--- config.mk ---
export PLATFORM = sky130hd
export DESIGN_NAME = c3d_clip_loader
export DESIGN_NICKNAME = d
export VERILOG_FILES = /design/src/rtl/c3d_pkg.sv /design/src/rtl/c3d_bank_state.sv /design/src/rtl/c3d_clip_loader.sv
export SDC_FILE = /design/constraint.sdc
export NUM_CORES = 1
export LEC_CHECK = 0
export ABC_CLOCK_PERIOD_IN_PS = 1800
export CORE_AREA = 2 2 166 168
export CTS_CLUSTER_SIZE = 25
export DETAILED_ROUTE_END_ITERATION = 12
export DIE_AREA = 0 0 168 170
export HOLD_SLACK_MARGIN = 0.15
export PLACE_DENSITY = 0.72
export SETUP_SLACK_MARGIN = 0.5
export SLEW_MARGIN = 20
export SYNTH_ARGS = -nofsm -noshare
export SYNTH_HDL_FRONTEND = slang
export SYNTH_HIERARCHICAL = 1
export SYNTH_SLANG_ARGS = --single-unit
--- constraint.sdc ---
create_clock -name clk -period 1.8 [get_ports clk]
set_clock_uncertainty 0.05 [all_clocks]
set_input_delay 0.27 -clock clk [delete_from_list [all_inputs] [get_ports clk]]
set_output_delay 0.27 -clock clk [all_outputs]
set_load 0.05 [all_outputs]
--- src/rtl/c3d_pkg.sv ---
// Shared constants and bank-state encoding for the clip loader.
package c3d_pkg;

    localparam int C3D_WI          = 12;
    localparam int C3D_FRAMES      = 4;
    localparam int C3D_ROWS        = 16;
    localparam int C3D_CLIP_BEATS  = C3D_FRAMES * C3D_ROWS;
    localparam int C3D_ADDR_W      = 8;

    typedef enum logic [1:0] {
        BANK_EMPTY   = 2'd0,
        BANK_FILLING = 2'd1,
        BANK_FULL    = 2'd2,
        BANK_ACTIVE  = 2'd3
    } bank_state_e;

endpackage

--- src/rtl/c3d_bank_state.sv ---
// Ping-pong bank state tracker with an oldest-FULL pointer for start ordering.
//   state        | meaning
//   BANK_EMPTY   | free, may accept the first beat of a clip
//   BANK_FILLING | clip partially written
//   BANK_FULL    | clip complete, waiting for the core
//   BANK_ACTIVE  | core is processing this bank
module c3d_bank_state
    import c3d_pkg::*;
(
    input  logic       clk,
    input  logic       reset,
    input  logic       i_fill_bank,
    input  logic       i_fill,
    input  logic       i_abort,
    input  logic       i_commit,
    input  logic       i_start,
    input  logic       i_done,
    output logic [1:0] o_state0,
    output logic [1:0] o_state1,
    output logic       o_next_start_bank
);

    bank_state_e r_state [2];
    bank_state_e w_state_nxt [2];
    logic        r_oldest;
    logic        w_oldest_nxt;
    logic [1:0]  w_full;
    logic        w_other_full;

    assign w_full[0]         = (r_state[0] == BANK_FULL);
    assign w_full[1]         = (r_state[1] == BANK_FULL);
    assign w_other_full      = i_fill_bank ? w_full[0] : w_full[1];
    assign o_next_start_bank = (&w_full) ? r_oldest : w_full[1];
    assign o_state0          = r_state[0];
    assign o_state1          = r_state[1];

    always_comb begin
        for (int b = 0; b < 2; b++) begin
            w_state_nxt[b] = r_state[b];
            case (r_state[b])
                BANK_EMPTY: begin
                    if (i_fill && (i_fill_bank == b[0]) && !i_abort)
                        w_state_nxt[b] = i_commit ? BANK_FULL : BANK_FILLING;
                end
                BANK_FILLING: begin
                    if (i_fill && (i_fill_bank == b[0])) begin
                        if (i_commit)
                            w_state_nxt[b] = BANK_FULL;
                        else if (i_abort)
                            w_state_nxt[b] = BANK_EMPTY;
                    end
                end
                BANK_FULL: begin
                    if (i_start && (o_next_start_bank == b[0]))
                        w_state_nxt[b] = BANK_ACTIVE;
                end
                BANK_ACTIVE: begin
                    if (i_done)
                        w_state_nxt[b] = BANK_EMPTY;
                end
                default: ;
            endcase
        end
    end

    // The pointer only matters while both banks are FULL at once.
    always_comb begin
        w_oldest_nxt = r_oldest;
        if (i_commit && (!w_other_full || i_start))
            w_oldest_nxt = i_fill_bank;
        else if (i_start && (&w_full))
            w_oldest_nxt = ~r_oldest;
    end

    always_ff @(posedge clk or negedge reset) begin
        if (!reset) begin
            r_state[0] <= BANK_EMPTY;
            r_state[1] <= BANK_EMPTY;
            r_oldest   <= 1'b0;
        end else begin
            r_state[0] <= w_state_nxt[0];
            r_state[1] <= w_state_nxt[1];
            r_oldest   <= w_oldest_nxt;
        end
    end

endmodule

--- src/rtl/c3d_clip_loader.sv ---
// Clip feature-map ingress scheduler: ping-pong frame-buffer fill and CNN start sequencing.
// Optional source stall counter enabled by defining C3D_LOADER_STALL_CNT_EN.
module c3d_clip_loader
    import c3d_pkg::*;
#(
    parameter int WI     = C3D_WI,
    parameter int FRAMES = C3D_FRAMES,
    parameter int ROWS   = C3D_ROWS,
    parameter int ADDR_W = C3D_ADDR_W
) (
    input  logic                clk,
    input  logic                reset,
    input  logic                s_valid,
    output logic                s_ready,
    input  logic [WI*16-1:0]    s_data,
    input  logic                s_last,
    output logic                wr_en,
    output logic [ADDR_W-1:0]   wr_addr,
    output logic [WI*16-1:0]    wr_data,
    output logic                clip_start,
    output logic                start_bank,
    input  logic                cnn_done,
    output logic                err_last,
    output logic [15:0]         clip_cnt,
    output logic [15:0]         stall_cnt
);

    localparam int BEATS  = FRAMES * ROWS;
    localparam int BEAT_W = $clog2(BEATS);

    logic [BEAT_W-1:0] r_beat;
    logic              r_fill_bank;
    logic [1:0]        w_state0;
    logic [1:0]        w_state1;
    logic [1:0]        w_fill_state;
    logic              w_next_start_bank;
    logic              w_accept;
    logic              w_last_beat;
    logic              w_commit;
    logic              w_abort;
    logic              w_any_active;
    logic              w_any_full;
    logic              w_start;
    logic [ADDR_W-1:0] w_wr_addr;

    assign w_fill_state = r_fill_bank ? w_state1 : w_state0;
    // Gated by reset so every output reads 0 while reset is held.
    assign s_ready      = reset & ((w_fill_state == BANK_EMPTY) | (w_fill_state == BANK_FILLING));
    assign w_accept     = s_valid & s_ready;
    assign w_last_beat  = (r_beat == BEAT_W'(BEATS - 1));
    assign w_commit     = w_accept & w_last_beat;
    assign w_abort      = w_accept & s_last & ~w_last_beat;
    assign w_any_active = (w_state0 == BANK_ACTIVE) | (w_state1 == BANK_ACTIVE);
    assign w_any_full   = (w_state0 == BANK_FULL) | (w_state1 == BANK_FULL);
    assign w_start      = ~w_any_active & w_any_full;
    assign w_wr_addr    = (ADDR_W'(r_fill_bank) << BEAT_W) | ADDR_W'(r_beat);

    c3d_bank_state u_bank_state (
        .clk               (clk),
        .reset             (reset),
        .i_fill_bank       (r_fill_bank),
        .i_fill            (w_accept),
        .i_abort           (w_abort),
        .i_commit          (w_commit),
        .i_start           (w_start),
        .i_done            (cnn_done),
        .o_state0          (w_state0),
        .o_state1          (w_state1),
        .o_next_start_bank (w_next_start_bank)
    );

    always_ff @(posedge clk or negedge reset) begin
        if (!reset) begin
            r_beat      <= '0;
            r_fill_bank <= 1'b0;
            wr_en       <= 1'b0;
            wr_addr     <= '0;
            wr_data     <= '0;
            err_last    <= 1'b0;
            clip_start  <= 1'b0;
            start_bank  <= 1'b0;
            clip_cnt    <= '0;
        end else begin
            wr_en      <= w_accept;
            err_last   <= w_accept & (s_last ^ w_last_beat);
            clip_start <= w_start;
            if (w_accept) begin
                wr_addr <= w_wr_addr;
                wr_data <= s_data;
                if (w_last_beat || s_last)
                    r_beat <= '0;
                else
                    r_beat <= r_beat + 1'b1;
                if (w_last_beat)
                    r_fill_bank <= ~r_fill_bank;
            end
            if (w_start) begin
                start_bank <= w_next_start_bank;
                clip_cnt   <= clip_cnt + 16'd1;
            end
        end
    end

`ifdef C3D_LOADER_STALL_CNT_EN
    logic [15:0] r_stall_cnt;

    always_ff @(posedge clk or negedge reset) begin
        if (!reset)
            r_stall_cnt <= '0;
        else if (s_valid && !s_ready && (r_stall_cnt != 16'hFFFF))
            r_stall_cnt <= r_stall_cnt + 16'd1;
    end

    assign stall_cnt = r_stall_cnt;
`else
    assign stall_cnt = '0;
`endif

endmodule

==> metrics.yaml, run 1 <==
global_route:
  grt_pass1_wl_um: 45100
  grt_max_degree: 135
  grt_remaining_overflow: 0
  grt_pass1_vias: 8418
  grt_antenna_before_repair: 0
  grt_usage_pct: 19.7
synthesis:
  synth-edff-count: 0
  syn_inst: 1012
  synthFlopType: "dfrtp_1"
  synth_area_per_cell_um2: 9.13
  ys_seq_elements: 231
  yosysWarningCount: 6
  syn_area_um2: 9240
  netlist.area_leader.share_pct: 62.5
  synth_area_leader_cell: "dfrtp_1"
  synth_cell_type_count: 38
  yosysSeqAreaShare_pct: 62.5
  async_flop_share_pct: 100
  synth.area.top_cells: "dfrtp_1 63%, nand2_1 25%, buf_2 1.6%"
worst_hold_path:
  min_to: "wr_data[140]"
  hold_start: "s_data[140]"
  hp-class: "input pin to flip-flop"
  hold_path_depth: 3
critical_path:
  critPathKind: "flip-flop to flip-flop"
  rrSetupSlack_ns: -0.01
  worst_r2r_endpoint: "u_bank_state/o_state1[0]"
  reg2reg_from: "r_fill_bank"
  r2r_cells: 8
  cp_max_fo: 3
  startpoint_type: "flip-flop"
  end_kind: "flip-flop"
  required_ns: 2.20
  arrival_ns: 2.21
  startpoint: "r_fill_bank"
sta:
  final_max_slew_viol_count: 0
  setup_tns_ns: -0.0183
  finalSetupViolCount: 2
  fmax_ghz: 0.552
  min_period_over_period_pct: 101
  rsz0062_at_grt: "yes"
  worst_pin_slew_ns: 0.789
  setup_slack_ns: -0.0126
  holdWs_ns: 0.215
  relSlewSlack_pct: 47.4
  final.min_clock_period_ns: 1.81
  hold_viol_final: 0
power_and_ir_drop:
  clkPwrFrac_pct: 33.3
  ir_worst_vdd_mv: 0.655
  p_int_w: 0.0113
  power_leakage_nw: 9.44
  p_per_area_nw_per_um2: 970
  seqPwrFrac_pct: 35.4
  power_switching_w: 0.00610
  netSwitchingFraction_pct: 35.0
  pwr-share-comb_pct: 31.4
placed_design:
  dp_hpwl_um: 19300
  dpl-instance-area_um2: 13500
  gp_congestion: 0.811
  portBuffers: 416
floorplanning:
  die_h_um: 170
  pin_count: 434
  start_util_pct: 34.7
  rows: 60
  die_area_um2: 28600
  die-width_um: 168
  core_area_um2: 26700
cts:
  cts-buffers-inserted: 27
  clkSinkCount: 231
  cts_buffer_depth: 3
  h-tree-depth: 1
  cts_tree: "yes"
  clk_pin_slew_ns: 0.06
  cts_root_buf: "clkbuf_16"
  clock_latency_ns: 0.53
detailed_routing:
  post_drt_wl_per_cell_um: 19.1
  vias: 9197
  routed_wirelength_um: 36600
  dr.pass1.iters: 4
  ant_nets: 0
  via_per_inst: 4.80
  drt_iter0_drc: 503
  route.detailed.drc: 0
layout:
  design_area_um2: 18000
  layout_common_cells: "319 x nand2_1, 217 x dfrtp_1, 195 x clkdlybuf4s50_1"
  antenna_cells: 0
  final_common_cell: "nand2_1"
  fin_util_pct: 67.5
  nFillCells: 1855
  syn_to_final_growth_pct: 94.6
  layout.nets: 1758
  drive_gt1_share_pct: 48.4
job:
  drv_cap: 0
run_status:
  status: "finished with violations"
  violations: "negative setup slack"
[cell families (layout without fill, tap and decap cells)]
logic type      count (synthesis)  after routing  synth area share (%)
simple gates                  669            669                  28.5
flops                         231            231                  62.5
buf+inv                        69            618                  4.82
compound gates                 16             16                  1.34
xor+xnor                       16             16                  1.52
mux                             6              6                 0.677
fa+ha+maj                       4              4                 0.542
other cells                     1             17                0.0406
[worst max path at each step]
stage	slack [ns]	end
2_1_floorplan	0.03	u_bank_state/r_oldest
3_3_place_gp	0.03	u_bank_state/r_oldest
3_5_place_dp	-0.006	u_bank_state/o_state1[0]
4_1_cts	0.007	s_ready
5_1_grt	-0.08	u_bank_state/o_state1[0]
6_report	-0.01	u_bank_state/o_state1[0]
[timing repair]
action                                  4_1_cts  5_1_grt
resized for setup                           152      544
setup buffers                                15       48
gates cloned                                  8       36
pin swaps                                     9      192
endpoints found under the hold margin       231        0
endpoints found under the setup margin      448      531
hold buffers                                  1        0
[worst max-delay path: stages (launching register included)]
cell      delay, ns
dfrtp_2        0.43
mux2i_4        0.20
buf_6          0.12
nand3_4        0.10
clkinv_4       0.09
and3_4         0.20
nor2b_1        0.13
o32a_1         0.29
mux2i_1        0.12
[stage by stage]
stage / setup WS (ns) / std cells / total power, W
final: -0.0126 / 1918 / 0.0174
after CTS: 0.00659 / 1834 / 0.0167
after detailed placement: -0.00583 / 1761 / 0.0107
after global placement: 0.0286 / 1761 / 0.0106
after floorplan: 0.0335 / 1028 / 0.00886
after global routing: -0.0798 / 1918 / 0.0181
[layer usage]
layer | vias to the layer above | part of all wire, % | track usage (%)
met5 | - | 0 | 0
li1 | 4218 | - | -
met1 | 4508 | 38 | 24.3
met2 | 393 | 51 | 34.0
met4 | 0 | 3.3 | 6.05
met3 | 78 | 7.2 | 4.98
[registers in the layout, summed over array words and instances (netlist names)]
register and cells:
r_beat 6, wr_addr 7, start_bank 1, u_bank_state/o_state1 2, r_fill_bank 1, u_bank_state/r_oldest 1
wr_en 1, err_last 1, clip_start 1, wr_data 192, clip_cnt 16, u_bank_state/o_state0 2
[power groups by stage]
stage / clock, W / sequential, W / combinational, W
2_1_floorplan: 0 / 0.00811 / 0.000748
3_3_place_gp: 0 / 0.00615 / 0.00446
3_5_place_dp: 0 / 0.00616 / 0.00450
4_1_cts: 0.00590 / 0.00609 / 0.00468
5_1_grt: 0.00616 / 0.00622 / 0.00571
6_report: 0.00580 / 0.00616 / 0.00547
[Yosys cell counts, drive strengths merged, types with 3 or more instances]
master / count
dfrtp: 231
nor4: 4
inv: 6
nand4b: 3
mux2i: 4
clkbuf: 5
nand3: 8
xor2: 7
nand2b: 3
nor2b: 4
nand3b: 3
nor3: 3
nand2: 617
nor2: 8
nand4: 6
xnor2: 9
buf: 58
ha: 4
a31oi: 4
[area by class of cell]
cell class	count	area (um^2)	area share [%]
tap	341	427	2.37
timing repair buffer	563	6190	34.4
inverter	6	27.5	0.153
clock inverter	14	181	1.01
clock buffer	35	766	4.26
multi-input combinational	728	4590	25.5
sequential	231	5800	32.2
No activity file was read; power rests on OpenSTA's default activity.
==> run 2, diff against run 1 <==
ABC_AREA = 1   (was default)
CORE_AREA = 2 2 167 169   (was 2 2 166 168)
DIE_AREA = 0 0 169 171   (was 0 0 168 170)
SETUP_SLACK_MARGIN = default   (was 0.5)
==> run 2 against run 1 <==
Effect of this change:
- the run now ends clean
- global-route usage is 1.2 points lower
- worst hold slack improved by 0.0096 ns
- largest power group unchanged
- setup slack better by 0.078 ns
- register-to-register slack improved by 0.13 ns
==> metrics.yaml, run 2 <==
run_status:
  status: "finished clean"
power_and_ir_drop:
  ir_worst_vdd_mv: 0.820  # +25%
  power_leakage_nw: 7.65  # -19%
  p_per_area_nw_per_um2: 1140  # +17%
synthesis:
  synthFlopType: "dfrtp_1"
  syn_inst: 1090  # +7.7%
  synth_compound_area_share_pct: 1.43  # +0.094 points
  syn_area_um2: 9340  # +1.0%
  yosysSeqAreaShare_pct: 61.9  # -0.62 points
  synth.area.top_cells: "dfrtp_1 62%, nand2_1 27%, buf_2 1.5%"
  synth-simple-area-share_pct: 29.9  # +1.4 points
  async_flop_share_pct: 100  # unchanged
  synth_common_cells: "664 x nand2_1, 231 x dfrtp_1, 35 x inv_1"
  synth_area_per_cell_um2: 8.56  # -6.2%
  synth_fa_ha_area_share_pct: 0.536  # -0.0054 points
  ys_seq_elements: 231  # unchanged
  synth_xor_area_share_pct: 0.938  # -0.58 points
  synth_cell_type_count: 25  # -34%
  synth_top_family_by_area: "simple AND/OR/NAND/NOR gates"
  synth_mux_area_share_pct: 0  # -0.68 points
  yosysWarningCount: 6  # unchanged
  synth-edff-count: 0  # unchanged
  netlist.area_leader.share_pct: 61.9  # -0.62 points
  yosys.cell_count.top_type: "nand2_1"
  synth_area_leader_cell: "dfrtp_1"
cts:
  clk_pin_slew_ns: 0.06  # about the same
  cts-buffers-inserted: 26  # -3.7%
  h-tree-depth: 1  # unchanged
  clkSinkCount: 231  # unchanged
  clock_latency_ns: 0.52  # about the same
  cts_buffer_depth: 3  # unchanged
  cts_root_buf: "clkbuf_16"
  cts_tree: "yes"
detailed_routing:
  via_per_inst: 4.44  # -7.5%
  vias: 8402  # -8.6%
  route.detailed.drc: 0  # unchanged
  ant_nets: 0  # unchanged
  drt_iter0_drc: 491  # -2.4%
  dr.pass1.iters: 4  # unchanged
  routed_wirelength_um: 28200  # -23%
  post_drt_wl_per_cell_um: 14.9  # -22%
worst_hold_path:
  hp-class: "input pin to flip-flop"
  hold_path_depth: 3  # unchanged
layout:
  fin_util_pct: 53.0  # -14 points
  final_common_cell: "nand2_1"
  layout.nets: 1728  # -1.7%
  layout_common_cells: "662 x nand2_1, 231 x dfrtp_1, 231 x buf_4"
  syn_to_final_growth_pct: 55.2
  top_regs: "wr_data: 192 flops, clip_cnt: 16 flops, wr_addr: 7 flops"
  regArea_um2: 5780  # -0.30%
  multi_input_area_um2: 3160  # -31%
  largest_reg_flops: 192  # unchanged
  drive_gt1_share_pct: 19.4  # -29 points
  nFillCells: 2534  # +37%
  top_register: "wr_data"
sta:
  relSlewSlack_pct: 53.7  # +6.3 points
  setup_tns_ns: 0  # +0.0183 ns
  finalSetupViolCount: 0  # -2
  final.min_clock_period_ns: 1.73  # -0.0779 ns
  min_period_over_period_pct: 96.4  # -4.3 points
  final_max_slew_viol_count: 0  # unchanged
  worst_pin_slew_ns: 0.694  # -0.0944 ns
  fmax_ghz: 0.576  # +4.5%
  setup_slack_ns: 0.0653  # +0.0779 ns
  hold_viol_final: 0  # unchanged
  rsz0062_at_grt: "no"
placed_design:
  portBuffers: 416  # unchanged
  dp_hpwl_um: 20800  # +7.5%
  place_worst_setup_slack_ns: 0.00209  # +0.00792 ns
  gp_congestion: 0.788  # -2.8%
critical_path:
  startpoint_type: "flip-flop"
  path_buf_inv: 1  # -1
  cp_max_fo: 2  # -1
  end_kind: "output port"
  required_ns: 1.48  # -0.72 ns
  path_cells: "dlygate4sd2_1"
  critPathKind: "flip-flop to output port"
  cp_slowest_cell: "dlygate4sd2_1"
  critPathTopFamily: "buffers and inverters"
  arrival_ns: 1.41  # -0.80 ns
  r2r_cells: 10  # +2
  cp_slowest_stage_delay_ns: 0.54  # +0.11 ns
  crit_cells: 1  # -7
floorplanning:
  die_area_um2: 28900  # +1.2%
  die_h_um: 171  # +0.59%
  core_area_um2: 27300  # +2.5%
  die-width_um: 169  # +0.60%
  start_util_pct: 34.2  # -0.52 points
  rows: 61  # +1.7%
  pin_count: 434  # unchanged
global_route:
  grt_remaining_overflow: 0  # unchanged
  grt_antenna_before_repair: 1  # +1
  grt_pass1_wl_um: 43000  # -4.9%
  grt_pass1_vias: 8115  # -3.6%
  grt_usage_pct: 18.5  # -1.2 points
  grt_max_degree: 124  # -8.1%
job:
  drv_cap: 0  # unchanged
[run 2: final cells by class]
type	count	area share, %
clock inverters	11	0.942
well taps	346	2.99
flip-flops and latches	231	39.9
multi-input cells	776	21.8
clock buffers	37	5.34
inverters	38	1.02
diodes	1	0.0173
repair buffers	454	28.0
[run 2: cell families after synthesis]
logic type	count (synthesis)
compound gates	26
fa+ha+maj	4
simple gates	719
buf+inv	99
flops	231
other cells	1
xor+xnor	10
[run 2: path summary, 6_finish.rpt]
path | endpoint | from | slack, ns
setup reg to reg | u_bank_state/o_state1[0] | r_beat[0] | 0.12
min in group asynchronous | wr_data[181] | reset | 0.37
hold / removal | wr_data[74] | s_data[74] | 0.22
max in group asynchronous | wr_data[106] | reset | 0.75
setup / recovery | wr_data[139] | wr_data[139] | 0.07
hold reg to reg | wr_data[107] | wr_data[107] | 0.41
[run 2: through the flow]
step	cells	cell area [um^2]	hold WS, ns	power [W]
5_1_grt	1894	14500	0.211	0.0172
3_5_place_dp	1843	13500	0.383	0.0111
2_1_floorplan	1106	9400	-0.0756	0.00913
4_1_cts	1892	14500	0.195	0.0167
3_3_place_gp	1843	13500	0.362	0.0110
6_report	1894	14500	0.224	0.0165
[run 2: what timing repair did]
item,CTS,global route
gates resized for setup,18,7
setup buffers,0,1
setup endpoints to repair,17,5
hold endpoints to repair,231,0
pin swaps,0,3
hold buffers,1,0
[run 2: layer usage]
metal | share of wire (%) | up-vias | wire length [um] | global-route usage [%]
met2 | 48 | 305 | 13400 | 30.2
met4 | 2.7 | 0 | 751 | 6.17
met5 | 0 | - | 0 | 0
li1 | - | 4151 | - | -
met1 | 41 | 3888 | 11500 | 23.3
met3 | 8.6 | 58 | 2430 | 5.83
[run 2: power breakdown]
| part | switching, W | internal [W] | total, W | leakage (nW) |
|---|---|---|---|---|
| sequential | 0.000387 | 0.00581 | 0.00620 | 2.90 |
| clock | 0.00216 | 0.00341 | 0.00557 | 0.451 |
| combinational | 0.00324 | 0.00149 | 0.00473 | 4.30 |
| total | 0.00578 | 0.0107 | 0.0165 | 7.65 |
==> run 3, diff against run 2 <==
MAX_ROUTING_LAYER = met4   (was default)
==> run 3 against run 2 <==
Effect of this change:
- register-to-register slack is essentially flat
- clock power is essentially flat
- highest routed layer unchanged
- clock-buffer cell count unchanged
- sequential cell count did not move
- utilization unchanged
- worst hold slack got worse by 0.0010 ns
- final cell count unchanged
- sequential power hardly changed
- global-route usage is 0.55 points higher
==> metrics.yaml, run 3 (synthesis results as in run 2) <==
layout:
  regArea_um2: 5780  # unchanged
  fin_util_pct: 53.0  # unchanged
  final_common_cell: "nand2_1"
  layout.nets: 1728  # unchanged
  top_regs: "wr_data: 192 flops, clip_cnt: 16 flops, wr_addr: 7 flops"
  largest_reg_flops: 192  # unchanged
  drive_gt1_share_pct: 19.4  # unchanged
  nFillCells: 2534  # unchanged
  layout_common_cells: "662 x nand2_1, 231 x dfrtp_1, 231 x buf_4"
  syn_to_final_growth_pct: 55.2  # unchanged
  top_register: "wr_data"
  multi_input_area_um2: 3160  # unchanged
cts:
  cts-buffers-inserted: 26  # unchanged
  clock_latency_ns: 0.52  # about the same
  h-tree-depth: 1  # unchanged
  clkSinkCount: 231  # unchanged
  cts_root_buf: "clkbuf_16"
  cts_buffer_depth: 3  # unchanged
  clk_pin_slew_ns: 0.06  # about the same
  cts_tree: "yes"
run_status:
  status: "finished clean"
power_and_ir_drop:
  ir_worst_vdd_mv: 0.816  # -0.59%
  p_per_area_nw_per_um2: 1140  # about the same
  total_power_w: 0.0165  # about the same
  power_leakage_nw: 7.65  # unchanged
critical_path:
  cp_slowest_cell: "dlygate4sd2_1"
  path_cells: "dlygate4sd2_1"
  path_buf_inv: 1  # unchanged
  cp_max_fo: 2  # unchanged
  critPathKind: "flip-flop to output port"
  required_ns: 1.48  # about the same
  end_kind: "output port"
  critPathTopFamily: "buffers and inverters"
  arrival_ns: 1.41  # about the same
  startpoint_type: "flip-flop"
  cp_slowest_stage_delay_ns: 0.54  # about the same
floorplanning:
  pin_count: 434  # unchanged
  core_area_um2: 27300  # unchanged
  rows: 61  # unchanged
  start_util_pct: 34.2  # unchanged
  die_h_um: 171  # unchanged
  die_area_um2: 28900  # unchanged
  die-width_um: 169  # unchanged
placed_design:
  portBuffers: 416  # unchanged
  dp_hpwl_um: 20800  # unchanged
  gp_congestion: 0.799  # +1.4%
detailed_routing:
  vias: 8411  # +0.11%
  drt_iter0_drc: 534  # +8.8%
  ant_nets: 0  # unchanged
  route.detailed.drc: 0  # unchanged
  dr.pass1.iters: 4  # unchanged
  via_per_inst: 4.44  # +0.11%
  routed_wirelength_um: 28100  # about the same
  post_drt_wl_per_cell_um: 14.9  # about the same
sta:
  setup_tns_ns: 0  # unchanged
  final.min_clock_period_ns: 1.73  # -0.000571 ns
  finalSetupViolCount: 0  # unchanged
  relSlewSlack_pct: 55.5  # +1.8 points
  min_period_over_period_pct: 96.3  # about the same
  hold_viol_final: 0  # unchanged
  rsz0062_at_grt: "no"
  fmax_ghz: 0.577  # about the same
  worst_pin_slew_ns: 0.667  # -0.0271 ns
  final_max_slew_viol_count: 0  # unchanged
  holdWs_ns: 0.223  # -0.00102 ns
global_route:
  grt_pass1_vias: 8137  # +0.27%
  grt_pass1_wl_um: 42900  # -0.21%
  grt_remaining_overflow: 0  # unchanged
  grt_usage_pct: 19.0  # +0.55 points
  grt_antenna_before_repair: 1  # unchanged
  grt_max_degree: 124  # unchanged
job:
  drv_cap: 0  # unchanged
worst_hold_path:
  hp-class: "input pin to flip-flop"
run 3: cell counts in the layout (fill, tap and decap cells not counted):
No cell type changed its count.
run 3: cell type report:
cell class              count  area share, %
clock inverters            11          0.942
multi-input cells         776           21.8
diodes                      1         0.0173
clock buffers              37           5.34
flip-flops and latches    231           39.9
repair buffers            454           28.0
well taps                 346           2.99
inverters                  38           1.02
run 3: through the flow:
step                      std cells  instance area (um^2)  setup WS (ns)
after floorplan                1106                  9400        0.00915
after global placement         1843                 13500         0.0145
after detailed placement       1843                 13500        0.00209
after CTS                      1892                 14500         0.0249
after global routing           1894                 14500        0.00908
final                          1894                 14500         0.0659
run 3: layer usage:
metal,global-route usage (%),vias up,part of all wire [%]
li1,-,4151,-
met1,24.1,3873,42
met2,30.2,327,48
met3,4.51,60,7.7
met4,6.17,0,2.7
met5,-,-,0
run 3: report_power, final:
group	internal (W)	switching [W]	leakage [nW]
Clock	0.00341	0.00215	0.451
Sequential	0.00581	0.000388	2.90
Combinational	0.00149	0.00324	4.30
Total	0.0107	0.00578	7.65
run 3: timing repair:
action,CTS,global route
hold buffers,1,0
buffers inserted,0,1
pin swaps,0,3
endpoints found under the hold margin,231,0
resized for setup,18,7
endpoints found under the setup margin,17,5
run 3: final timing paths:
kind                         startpoint                  endpoint  depth (start not counted)  slack [ns]
min reg2reg                wr_data[107]              wr_data[107]                          2        0.41
min in group asynchronous         reset              wr_data[181]                          3        0.36
max                        wr_data[139]              wr_data[139]                          1        0.07
max reg2reg                   r_beat[0]  u_bank_state/o_state1[0]                         10        0.12
min                         s_data[188]              wr_data[188]                          3        0.22
max in group asynchronous         reset              wr_data[106]                          3        0.78
